==> src/rtl/pe_window_region.sv <==
// Per-pixel WIN0/WIN1/OBJ-window membership for the priority-evaluation pipeline.
// Window rectangles are shadowed at each line/frame start; flags are registered, one-cycle latency.
module pe_window_region #(
   parameter int unsigned H_PIXELS = 240,
   parameter int unsigned V_LINES  = 160,
   parameter int unsigned Y_MAX    = 227
) (
   input  logic        clock,
   input  logic        reset,
   input  logic        frame_start,
   input  logic        line_start,
   input  logic        pixel_en,
   input  logic        objwin_in,
   input  logic [15:0] WIN0H,
   input  logic [15:0] WIN1H,
   input  logic [15:0] WIN0V,
   input  logic [15:0] WIN1V,
   input  logic [15:0] DISPCNT,
   output logic        WIN0,
   output logic        WIN1,
   output logic        obj,
   output logic        pix_valid,
   output logic [7:0]  pix_x,
   output logic [7:0]  pix_y
);

   localparam logic [7:0] HLim = 8'(H_PIXELS);
   localparam logic [7:0] VLim = 8'(V_LINES);
   localparam logic [7:0] YMax = 8'(Y_MAX);

   // End is clamped to the limit first; start > end means the window wraps around the edge.
   function automatic logic in_range(input logic [7:0] a, input logic [7:0] b_in,
                                     input logic [7:0] c, input logic [7:0] lim);
      logic [7:0] b;
      b = (b_in > lim) ? lim : b_in;
      if (a < b)      return (c >= a) && (c < b);
      else if (a > b) return (c >= a) || (c < b);
      else            return 1'b0;
   endfunction

   logic [7:0]  x_q, x_d, y_q, y_d;
   logic [15:0] win0h_q, win0h_d, win1h_q, win1h_d;
   logic [2:0]  en_q, en_d;
   logic        vin0_q, vin0_d, vin1_q, vin1_d;
   logic        win0_q, win0_d, win1_q, win1_d, obj_q, obj_d;
   logic        valid_q, valid_d;
   logic [7:0]  pix_x_q, pix_x_d, pix_y_q, pix_y_d;
   logic        load, accept, hin0, hin1;

   logic unused_dispcnt;
   assign unused_dispcnt = ^DISPCNT[12:0];

   always_comb begin
      x_d    = x_q;
      y_d    = y_q;
      load   = 1'b0;
      accept = 1'b0;
      if (frame_start) begin
         x_d  = 8'd0;
         y_d  = 8'd0;
         load = 1'b1;
      end else if (line_start) begin
         x_d  = 8'd0;
         y_d  = (y_q >= YMax) ? YMax : y_q + 8'd1;
         load = 1'b1;
      end else if (pixel_en && (x_q < HLim) && (y_q < VLim)) begin
         accept = 1'b1;
         x_d    = x_q + 8'd1;
      end
   end

   // Vertical membership is resolved once per line against the new y.
   always_comb begin
      win0h_d = win0h_q;
      win1h_d = win1h_q;
      en_d    = en_q;
      vin0_d  = vin0_q;
      vin1_d  = vin1_q;
      if (load) begin
         win0h_d = WIN0H;
         win1h_d = WIN1H;
         en_d    = DISPCNT[15:13];
         vin0_d  = in_range(WIN0V[15:8], WIN0V[7:0], y_d, VLim);
         vin1_d  = in_range(WIN1V[15:8], WIN1V[7:0], y_d, VLim);
      end
   end

   always_comb begin
      hin0    = in_range(win0h_q[15:8], win0h_q[7:0], x_q, HLim);
      hin1    = in_range(win1h_q[15:8], win1h_q[7:0], x_q, HLim);
      win0_d  = accept & en_q[0] & vin0_q & hin0;
      win1_d  = accept & en_q[1] & vin1_q & hin1 & ~win0_d;
      obj_d   = accept & en_q[2] & objwin_in & ~win0_d & ~win1_d;
      valid_d = accept;
      pix_x_d = accept ? x_q : pix_x_q;
      pix_y_d = accept ? y_q : pix_y_q;
   end

   always_ff @(posedge clock or posedge reset) begin
      if (reset) begin
         x_q     <= 8'd0;
         y_q     <= 8'd0;
         win0h_q <= 16'd0;
         win1h_q <= 16'd0;
         en_q    <= 3'd0;
         vin0_q  <= 1'b0;
         vin1_q  <= 1'b0;
         win0_q  <= 1'b0;
         win1_q  <= 1'b0;
         obj_q   <= 1'b0;
         valid_q <= 1'b0;
         pix_x_q <= 8'd0;
         pix_y_q <= 8'd0;
      end else begin
         x_q     <= x_d;
         y_q     <= y_d;
         win0h_q <= win0h_d;
         win1h_q <= win1h_d;
         en_q    <= en_d;
         vin0_q  <= vin0_d;
         vin1_q  <= vin1_d;
         win0_q  <= win0_d;
         win1_q  <= win1_d;
         obj_q   <= obj_d;
         valid_q <= valid_d;
         pix_x_q <= pix_x_d;
         pix_y_q <= pix_y_d;
      end
   end

   assign WIN0      = win0_q;
   assign WIN1      = win1_q;
   assign obj       = obj_q;
   assign pix_valid = valid_q;
   assign pix_x     = pix_x_q;
   assign pix_y     = pix_y_q;

endmodule
==> config.mk <==
export PLATFORM = sky130hd
export DESIGN_NAME = pe_window_region
export DESIGN_NICKNAME = d
export VERILOG_FILES = /design/src/rtl/pe_window_region.sv
export SDC_FILE = /design/constraint.sdc
export NUM_CORES = 1
export LEC_CHECK = 0
export CORE_UTILIZATION = 47
export CTS_CLUSTER_SIZE = 24
export DETAILED_ROUTE_END_ITERATION = 10
export GPL_ROUTABILITY_DRIVEN = 0
export PLACE_DENSITY = 0.85
export SETUP_SLACK_MARGIN = 0.2
export SLEW_MARGIN = 20
export SYNTH_ARGS = -nofsm -noshare
export SYNTH_HDL_FRONTEND = slang
export SYNTH_SLANG_ARGS = --single-unit
==> constraint.sdc <==
create_clock -name clock -period 3 [get_ports clock]
set_clock_uncertainty 0.15 [all_clocks]
set_input_delay 0.45 -clock clock [delete_from_list [all_inputs] [get_ports clock]]
set_output_delay 0.45 -clock clock [all_outputs]
set_load 0.01 [all_outputs]
==> impl_metrics.csv, run 1 <==
group,metric,value,unit
power_and_ir_drop,p_sw_share,29.66,%
sta,final-hold-violation-count,0,
worst_hold_path,whs_path_depth,2,
critical_path,ff2ff_setup_slack,100,ps
placement,io_buffers,92,
routing,drc,0,
global_routing,grt_overflow_total,0,
floorplanning,die-width,107.0,microns
sta,maxSlewHeadroom,54.59,%
yosys,yosysWarnings,0,
sta,rsz0062_at_grt,"yes",
routing,drt_first_pass_iters,5,
clock_tree,htree_levels,3,
clock_tree,cts_buffers,9,
global_routing,grt_start_max_net_pins,44,
power_and_ir_drop,pwr-share-clk,28.1,%
sta,tightest_slew,680.2,ps
yosys,synth.distinct_cells,55,
job,drv_cap,0,
critical_path,cp.required,3090,ps
yosys,postSynthAreaPerCell,8.619,sq um
cells_and_area,final_cell_area,0.006813,sq mm
yosys,synthesis.area,0.005180,sq mm
routing,first_iter_violations,295,
yosys,synth_common_cells,"138 x nand2_1, 92 x ha_1, 73 x dfrtp_1",
critical_path,crit_arrival,2990,ps
critical_path,r2r-start,"y_q[0]",
cells_and_area,fin_nets,908,
critical_path,critPathTopFamily,"simple AND/OR/NAND/NOR gates",
critical_path,r2r_end,"vin1_q",
power_and_ir_drop,p_sw,0.6884,mW
cells_and_area,diodes,0,
placement,dpl_cell_area,0.006526,sq mm
floorplanning,floorplan.initialDensity,49.29,%
yosys,ys_async_sr_fraction,100.0,%
clock_tree,clock_latency,350,ps
yosys,synth.most_common_cell,"nand2_1",
placement,dp_cells,849,
power_and_ir_drop,p_seq_share,46.4,%
critical_path,cpMaxStageDelayCell,"dfrtp_1",
yosys,ys_dominant_reg_cell,"dfrtp_1",
floorplanning,core,0.01051,sq mm
yosys,synth.net_count,779,
floorplanning,fp-row-count,37,
worst_hold_path,hold_end,"en_q[0]",
worst_hold_path,worstHoldStart,"en_q[0]",
yosys,synth.yosys.seq_area_share,35.27,%
placement,place_ws,-481.0,ps
critical_path,cp_max_fo,4,
global_routing,grt_first_pass_wirelength,23630,microns
power_and_ir_drop,p_comb_share,25.5,%
yosys,synth.area.top_cells,"dfrtp_1 35%, ha_1 22%, nand2_1 10%",
sta,setup_violations,0,
clock_tree,cts_root_buffer,"clkbuf_8",
placement,hpwl,10920,microns
critical_path,crit_path_start_kind,"register",
clock_tree,cts_tree,"done",
global_routing,grt_pass1_vias,5167,
critical_path,crit_buf_inv,2,
power_and_ir_drop,p_leak,3.419,nW
cells_and_area,fin_cells,868,
critical_path,endpoint_kind,"register",
yosys,synth_edf_count,0,
floorplanning,fp.dieH,107.0,microns
routing,ant_nets,0,
clock_tree,cts_sinks,73,
cells_and_area,n_fill_cell,829,
cells_and_area,drive_above_1_share,12.02,%
sta,period_needed,2900,ps
yosys,netlist_instances,601,
critical_path,worst-setup-path-type,"reg -> reg",
routing,wl_per_cell,16.19,microns
cells_and_area,syn_to_final_growth,31.52,%
global_routing,antenna_found_initial,0,
yosys,ys_ff_latch,73,
critical_path,critPathMaxStageDelay,400,ps
power_and_ir_drop,peakVddDrop,0.1806,mV
clock_tree,clk_pin_slew,70,ps
status,outcome,"complete, no violations",
power_and_ir_drop,p_per_area,340.6,mW/mm^2
sta,whs,312.5,ps
global_routing,track_usage,26.23,%
floorplanning,die_area,0.01144,sq mm
sta,slew_viol_final,0,
sta,setup_ws,99.82,ps
cells_and_area,multi_input_area,0.003213,sq mm
floorplanning,pin_count,106,
critical_path,rr_worst_depth,13,
yosys,synth_top_area_cell,"dfrtp_1",
cells_and_area,regArea,0.001829,sq mm
routing,vias,4884,
sta,fmax,0.3448,GHz
worst_hold_path,hp-class,"reg -> reg",
yosys,synth_top_area_share,35.27,%
sta,fin_crit_sh,96.67,%
clock_tree,clockBufferDepth,2,
routing,drt-total-wl,14060,microns
cells_and_area,finalCoreUtilization,64.83,%
power_and_ir_drop,p_int,1.632,mW
routing,avgViaCountPerCell,5.627,
critical_path,path_cells,"ha_4 -> nor4_4 -> nor2_2 -> buf_12 -> a211oi_2 -> buf_4 -> ha_1 -> or3_4 -> or2_4 -> a21o_1 -> o41a_1 -> a32oi_1 -> o21ai_1",
[metrics by stage]
| stage | TNS (ps) | total power, mW |
|---|---|---|
| 4_1_cts | 0 | 2.323 |
| 6_report | 0 | 2.321 |
| 5_1_grt | -37.47 | 2.432 |
| 3_3_place_gp | -729.8 | 1.619 |
| 3_5_place_dp | -960.3 | 1.661 |
| 2_1_floorplan | 0 | 1.404 |
[routing by layer]
metal / track usage, % / part of all wire (%)
met3: 4.195 / 4.4
met4: 12.13 / 2.9
met5: 0 / 0
met1: 30.51 / 42
met2: 47.05 / 51
[logic make-up after synthesis]
| kind of cell | Yosys count | synth area share (%) |
|---|---|---|
| flops | 73 | 35.27 |
| simple gates | 226 | 19.44 |
| buf+inv | 67 | 5.121 |
| compound gates | 131 | 15.89 |
| xor+xnor | 11 | 1.860 |
| fa+ha+maj | 92 | 22.22 |
| mux | 1 | 0.1932 |
[what timing repair did]
action / CTS / global route
endpoints found under the setup margin: 2 / 3
hold buffers: 0 / 0
gates resized for setup: 32 / 5
buffers inserted: 6 / 0
pin swaps: 33 / 1
endpoints found under the hold margin: 0 / 0
[cell type report]
type | instances | share of cell area (%)
Sequential cell | 73 | 26.85
Multi-Input combinational cell | 461 | 47.16
Tap cell | 136 | 2.498
Timing Repair Buffer | 133 | 18.42
Clock inverter | 1 | 0.07346
Inverter | 52 | 2.865
Clock buffer | 12 | 2.130
[registers in the layout, summed over array words and instances (netlist names)]
| register | flops |
|---|---|
| WIN0 | 1 |
| WIN1 | 1 |
| en_q | 3 |
| obj | 1 |
| pix_valid | 1 |
| pix_x | 8 |
| pix_y | 8 |
| vin0_q | 1 |
| vin1_q | 1 |
| win0h_q | 16 |
| win1h_q | 16 |
| x_q | 8 |
| y_q | 8 |
[power groups by stage]
| stage | clock, mW | combinational [mW] | sequential, mW |
|---|---|---|---|
| after global routing | 0.695 | 0.655 | 1.08 |
| after global placement | 0 | 0.528 | 1.09 |
| final | 0.652 | 0.592 | 1.08 |
| after floorplan | 0 | 0.317 | 1.09 |
| after detailed placement | 0 | 0.568 | 1.09 |
| after CTS | 0.663 | 0.584 | 1.08 |
[cell usage in the layout, fill, tap and decap left out, types with 3 or more instances in the layout]
cell type	n
nor2_2	3
and3_1	4
o21a_1	4
dlygate4sd2_1	5
a21o_1	6
nor2b_1	5
a211oi_1	5
and2_1	4
xnor2_1	3
nand2_1	138
buf_12	3
a21oi_2	4
a211oi_2	6
inv_1	51
nand3_1	11
o21ai_0	40
a21oi_1	30
nor2_1	22
dfrtp_1	71
clkbuf_8	10
clkdlybuf4s50_1	83
buf_4	37
nand4_1	18
ha_1	88
nand2b_1	3
o211ai_1	8
xor2_1	8
[worst max path at each step]
stage | startpoint | to | slack (ps) | depth (start not counted)
2_1_floorplan | WIN0V[0] | vin0_q | 70 | 11
3_3_place_gp | WIN0V[0] | vin0_q | -400 | 12
3_5_place_dp | WIN0V[1] | vin0_q | -480 | 12
4_1_cts | WIN0V[3] | vin0_q | 130 | 12
5_1_grt | y_q[0] | vin0_q | -30 | 13
6_report | y_q[0] | vin1_q | 100 | 13
[tightest hold or removal path, stage by stage (launching register included)]
cell,delay (ps)
dfrtp_1,340
nand2_1,50
nand2_1,50
(Power assumes the default switching activity.)
==> run 2, diff against run 1 <==
CORE_UTILIZATION = 55   (was 47)
DONT_BUFFER_PORTS = 1   (was not set)
PLACE_DENSITY = 0.81   (was 0.85)
==> run 2 against run 1 <==
Compared with the run above: first-iteration DRC count fell by 22%; fmax rose by 1.4%; register-to-register slack improved by 40 ps; design area fell by 13%; critical path type unchanged; the run now ends with DRC, hold timing left; sequential share of layout area rose by 3.9 points; die area fell by 14%; largest power group unchanged; largest cell class unchanged.
==> impl_metrics.csv, run 2 (synthesis gave the netlist of run 1 again) <==
group,metric,value,unit
status,outcome,"finished, violations left",
status,violations,"DRC, hold timing",
cells_and_area,fin_cells,743,
clock_tree,clk_pin_slew,80,ps
critical_path,r2r-start,"y_q[1]",
placement,dp_cells,718,
critical_path,crit_buf_inv,0,
critical_path,endpoint_kind,"register",
placement,place_ws,-152.7,ps
floorplanning,pin_count,106,
placement,hpwl,9810,microns
cells_and_area,largest_registers,"win0h_q: 16 flops, win1h_q: 16 flops",
critical_path,r2r_end,"vin1_q",
clock_tree,clockBufferDepth,2,
routing,vias,4494,
critical_path,path_cells,"ha_4 -> nor4_4 -> nor2_4 -> nor2_1 -> a211oi_2 -> ha_2 -> or3_4 -> or2_4 -> a21o_1 -> o41a_1 -> a32oi_1 -> o21ai_1",
worst_hold_path,hp-class,"in -> async",
cells_and_area,syn_to_final_growth,14.73,%
cells_and_area,drive_above_1_share,13.15,%
sta,final.setup.tns,0,ps
cells_and_area,n_fill_cell,744,
cells_and_area,finalCoreUtilization,64.63,%
placement,io_buffers,0,
routing,drt-total-wl,12760,microns
global_routing,grt_overflow_total,0,
clock_tree,cts_sinks,73,
placement,dpl_cell_area,0.005469,sq mm
global_routing,antenna_found_initial,1,
clock_tree,cts_tree,"done",
sta,fin_crit_sh,95.32,%
sta,rsz0062_at_grt,"yes",
clock_tree,cts_buffers,9,
floorplanning,floorplan.initialDensity,56.33,%
routing,ant_nets,0,
critical_path,worst-setup-path-type,"reg -> reg",
critical_path,cpMaxStageDelayCell,"dfrtp_1",
sta,whs,-11.97,ps
power_and_ir_drop,p_leak,3.053,nW
global_routing,grt_start_max_net_pins,40,
sta,setup_ws,140.3,ps
global_routing,grt_first_pass_wirelength,20630,microns
cells_and_area,mostFrequentLayoutCell,"nand2_1",
cells_and_area,fin_nets,804,
sta,maxSlewHeadroom,45.47,%
cells_and_area,multi_input_area,0.003318,sq mm
floorplanning,fp-row-count,35,
power_and_ir_drop,peakVddDrop,0.1931,mV
sta,tightest_slew,816.7,ps
critical_path,rr_worst_depth,12,
global_routing,track_usage,26.62,%
critical_path,cp_max_fo,5,
cells_and_area,regArea,0.001829,sq mm
clock_tree,cts_root_buffer,"clkbuf_8",
clock_tree,clock_latency,350,ps
power_and_ir_drop,p_total,2.405,mW
sta,final-hold-violation-count,34,
critical_path,ff2ff_setup_slack,140,ps
cells_and_area,final_cell_area,0.005943,sq mm
routing,wl_per_cell,17.17,microns
floorplanning,fp.dieH,99.05,microns
floorplanning,die-width,99.05,microns
cells_and_area,layout_common_cells,"137 x nand2_1, 86 x ha_1, 71 x dfrtp_1, 51 x inv_1, 38 x o21ai_0",
critical_path,crit_arrival,2930,ps
critical_path,cp.required,3070,ps
routing,first_iter_violations,231,
critical_path,crit_path_start_kind,"register",
critical_path,critPathTopFamily,"simple AND/OR/NAND/NOR gates",
floorplanning,die_area,0.009810,sq mm
sta,period_needed,2860,ps
global_routing,grt_pass1_vias,4530,
floorplanning,core,0.009196,sq mm
routing,drt_first_pass_iters,8,
sta,setup_violations,0,
sta,slew_viol_final,0,
sta,fmax,0.3497,GHz
critical_path,critPathMaxStageDelay,420,ps
routing,drc,1,
routing,avgViaCountPerCell,6.048,
job,drv_cap,0,
clock_tree,htree_levels,3,
power_and_ir_drop,p_per_area,404.6,mW/mm^2
[run 2: what timing repair did]
| action | CTS | global route |
|---|---|---|
| pin swaps | 13 | 13 |
| gates resized for setup | 15 | 14 |
| hold buffers | 0 | 0 |
| endpoints found under the setup margin | 2 | 3 |
| buffers inserted | 7 | 1 |
[run 2: per-layer routing]
metal | vias up | GRT usage, % | wire [microns]
met5 | - | 0 | 0
met4 | 0 | 10.56 | 344
met3 | 35 | 6.667 | 836
met2 | 133 | 47.07 | 6368
met1 | 2158 | 30.85 | 5212
li1 | 2168 | - | -
[run 2: cell type report]
| class | instances | area share, % |
|---|---|---|
| Inverter | 52 | 3.284 |
| Multi-Input combinational cell | 461 | 55.83 |
| Sequential cell | 73 | 30.78 |
| Tap cell | 111 | 2.337 |
| Antenna cell | 1 | 0.04211 |
| Clock inverter | 6 | 1.537 |
| Clock buffer | 10 | 2.316 |
| Timing Repair Buffer | 29 | 3.874 |
[run 2: worst max path at each step]
stage                     depth (start not counted)      to  startpoint  slack (ps)
final                                            12  vin1_q      y_q[1]         140
after global routing                             11  vin0_q      y_q[2]         -10
after CTS                                        11  vin0_q      y_q[1]         200
after detailed placement                         11  vin0_q    WIN0V[0]        -150
after global placement                           11  vin0_q    WIN0V[0]         -30
after floorplan                                  11  vin0_q    WIN0V[0]          70
[run 2: power breakdown]
| part | switching [mW] | internal, mW | leakage, nW |
|---|---|---|---|
| Combinational | 0.260 | 0.182 | 2.00 |
| Clock | 0.389 | 0.494 | 0.116 |
| Sequential | 0.0420 | 1.04 | 0.936 |
| Total | 0.691 | 1.71 | 3.05 |
==> run 3, diff against run 2 <==
REMOVE_ABC_BUFFERS = 1   (was not set)
==> run 3 against run 2 <==
Compared with the run above: sequential power is essentially flat; the run now ends clean; global-route usage grew 0.68 points; utilization shrank 0.72 points.
==> impl_metrics.csv, run 3 (synthesis gave the netlist of run 1 again) <==
group,metric,value,unit
sta,final-hold-violation-count,0,
routing,drc,0,
critical_path,crit_arrival,3050,ps
critical_path,r2r_end,"vin1_q",
floorplanning,fp-row-count,35,
global_routing,grt_start_max_net_pins,74,
cells_and_area,layout_common_cells,"136 x nand2_1, 89 x ha_1, 73 x dfrtp_1, 51 x inv_1, 39 x o21ai_0",
power_and_ir_drop,p_leak,3.068,nW
cells_and_area,diodes,0,
worst_hold_path,hold_end,"y_q[2]",
global_routing,track_usage,27.29,%
cells_and_area,mostFrequentLayoutCell,"nand2_1",
sta,setup_violations,0,
power_and_ir_drop,peakVddDrop,0.1703,mV
floorplanning,die-width,99.05,microns
placement,dpl_cell_area,0.005489,sq mm
critical_path,ff2ff_setup_slack,30,ps
routing,wl_per_cell,17.26,microns
critical_path,endpoint_kind,"register",
floorplanning,pin_count,106,
cells_and_area,fin_nets,812,
clock_tree,clockBufferDepth,2,
clock_tree,clk_pin_slew,70,ps
sta,period_needed,2968,ps
cells_and_area,final_cell_area,0.005877,sq mm
cells_and_area,finalCoreUtilization,63.90,%
sta,tightest_slew,872.9,ps
sta,maxSlewHeadroom,41.81,%
floorplanning,floorplan.initialDensity,56.33,%
global_routing,antenna_found_initial,0,
worst_hold_path,whs_path_depth,1,
placement,io_buffers,0,
cells_and_area,syn_to_final_growth,13.45,%
placement,dp_cells,729,
worst_hold_path,hp-class,"in -> reg",
routing,drt_first_pass_iters,5,
sta,slew_viol_final,0,
status,outcome,"complete, no violations",
clock_tree,cts_sinks,73,
clock_tree,cts_root_buffer,"clkbuf_8",
floorplanning,fp.dieH,99.05,microns
placement,hpwl,9809,microns
cells_and_area,drive_above_1_share,12.68,%
cells_and_area,fin_cells,750,
sta,fmax,0.3369,GHz
clock_tree,clock_latency,350,ps
clock_tree,cts_hold_buf,0,
floorplanning,core,0.009196,sq mm
sta,fin_crit_sh,98.95,%
critical_path,worst-setup-path-type,"reg -> reg",
sta,whs,34.11,ps
routing,vias,4572,
clock_tree,cts_buffers,9,
power_and_ir_drop,p_per_area,378.2,mW/mm^2
worst_hold_path,worstHoldStart,"frame_start",
global_routing,grt_first_pass_wirelength,21140,microns
global_routing,grt_pass1_vias,4623,
job,drv_cap,0,
critical_path,cp.required,3080,ps
critical_path,cp_max_fo,4,
floorplanning,die_area,0.009810,sq mm
routing,avgViaCountPerCell,6.096,
clock_tree,htree_levels,3,
sta,setup_ws,31.62,ps
sta,final.setup.tns,0,ps
global_routing,grt_overflow_total,0,
placement,place_ws,-223.6,ps
sta,rsz0062_at_grt,"yes",
routing,drt-total-wl,12950,microns
routing,ant_nets,0,
routing,first_iter_violations,213,
clock_tree,cts_tree,"done",
power_and_ir_drop,p_total,2.222,mW
cells_and_area,largest_registers,"win0h_q: 16 flops, win1h_q: 16 flops",
critical_path,r2r-start,"y_q[2]",
critical_path,crit_path_start_kind,"register",
critical_path,rr_worst_depth,12,
==> run 3: changes by cell type in the layout (fill, tap and decap cells not counted), sizes merged <==
| cell | delta |
|---|---|
| diode | -1 |
| bufinv | -2 |
| clkinvlp | +1 |
| clkinv | +1 |
| buf | +8 |
==> run 3: layout make-up <==
class                      count  area (sq um)
clock buffer                  10         137.6
tap                          111         138.9
multi-input combinational    461          3253
inverter                      52         195.2
clock inverter                 6         43.79
timing repair buffer          37         281.5
fill                         722          3319
sequential                    73          1827
==> run 3: metal layers <==
| layer | wire [microns] | track usage (%) |
|---|---|---|
| met4 | 405 | 15.50 |
| met1 | 5378 | 33.03 |
| met2 | 6277 | 45.62 |
| met5 | 0 | 0 |
| met3 | 885 | 5.248 |
==> run 3: timing repair <==
action                     4_1_cts  5_1_grt
resized for setup               21       14
setup buffers                    1        4
setup endpoints to repair        2        2
gates cloned                     0        0
pin swaps                       16       21
==> run 3: worst max-delay path by stage <==
stage,startpoint,endpoint,slack [ps],cells after the start
final,y_q[2],vin1_q,30,12
after global routing,y_q[0],vin1_q,-80,14
after CTS,y_q[1],vin1_q,70,13
after detailed placement,WIN1V[0],vin1_q,-220,12
after global placement,WIN1V[0],vin1_q,-90,12
after floorplan,WIN0V[0],vin0_q,-100,11
==> run 3: report_power, final <==
part	internal (mW)	total (mW)	leakage, nW	switching, mW
combinational	0.182	0.444	2.04	0.262
clock	0.324	0.698	0.0922	0.375
sequential	1.04	1.08	0.939	0.0428
total	1.54	2.22	3.07	0.679
==> run 3: worst max-delay path: stages (launching register included) <==
cell and delay, ps:
dfrtp_1 420, buf_6 140, and3_4 180, and4_1 230
xnor2_2 150, a21oi_2 270, buf_4 160, ha_1 250
a21oi_2 160, o21ai_1 120, o41a_1 360, a32oi_1 180
o21ai_1 80
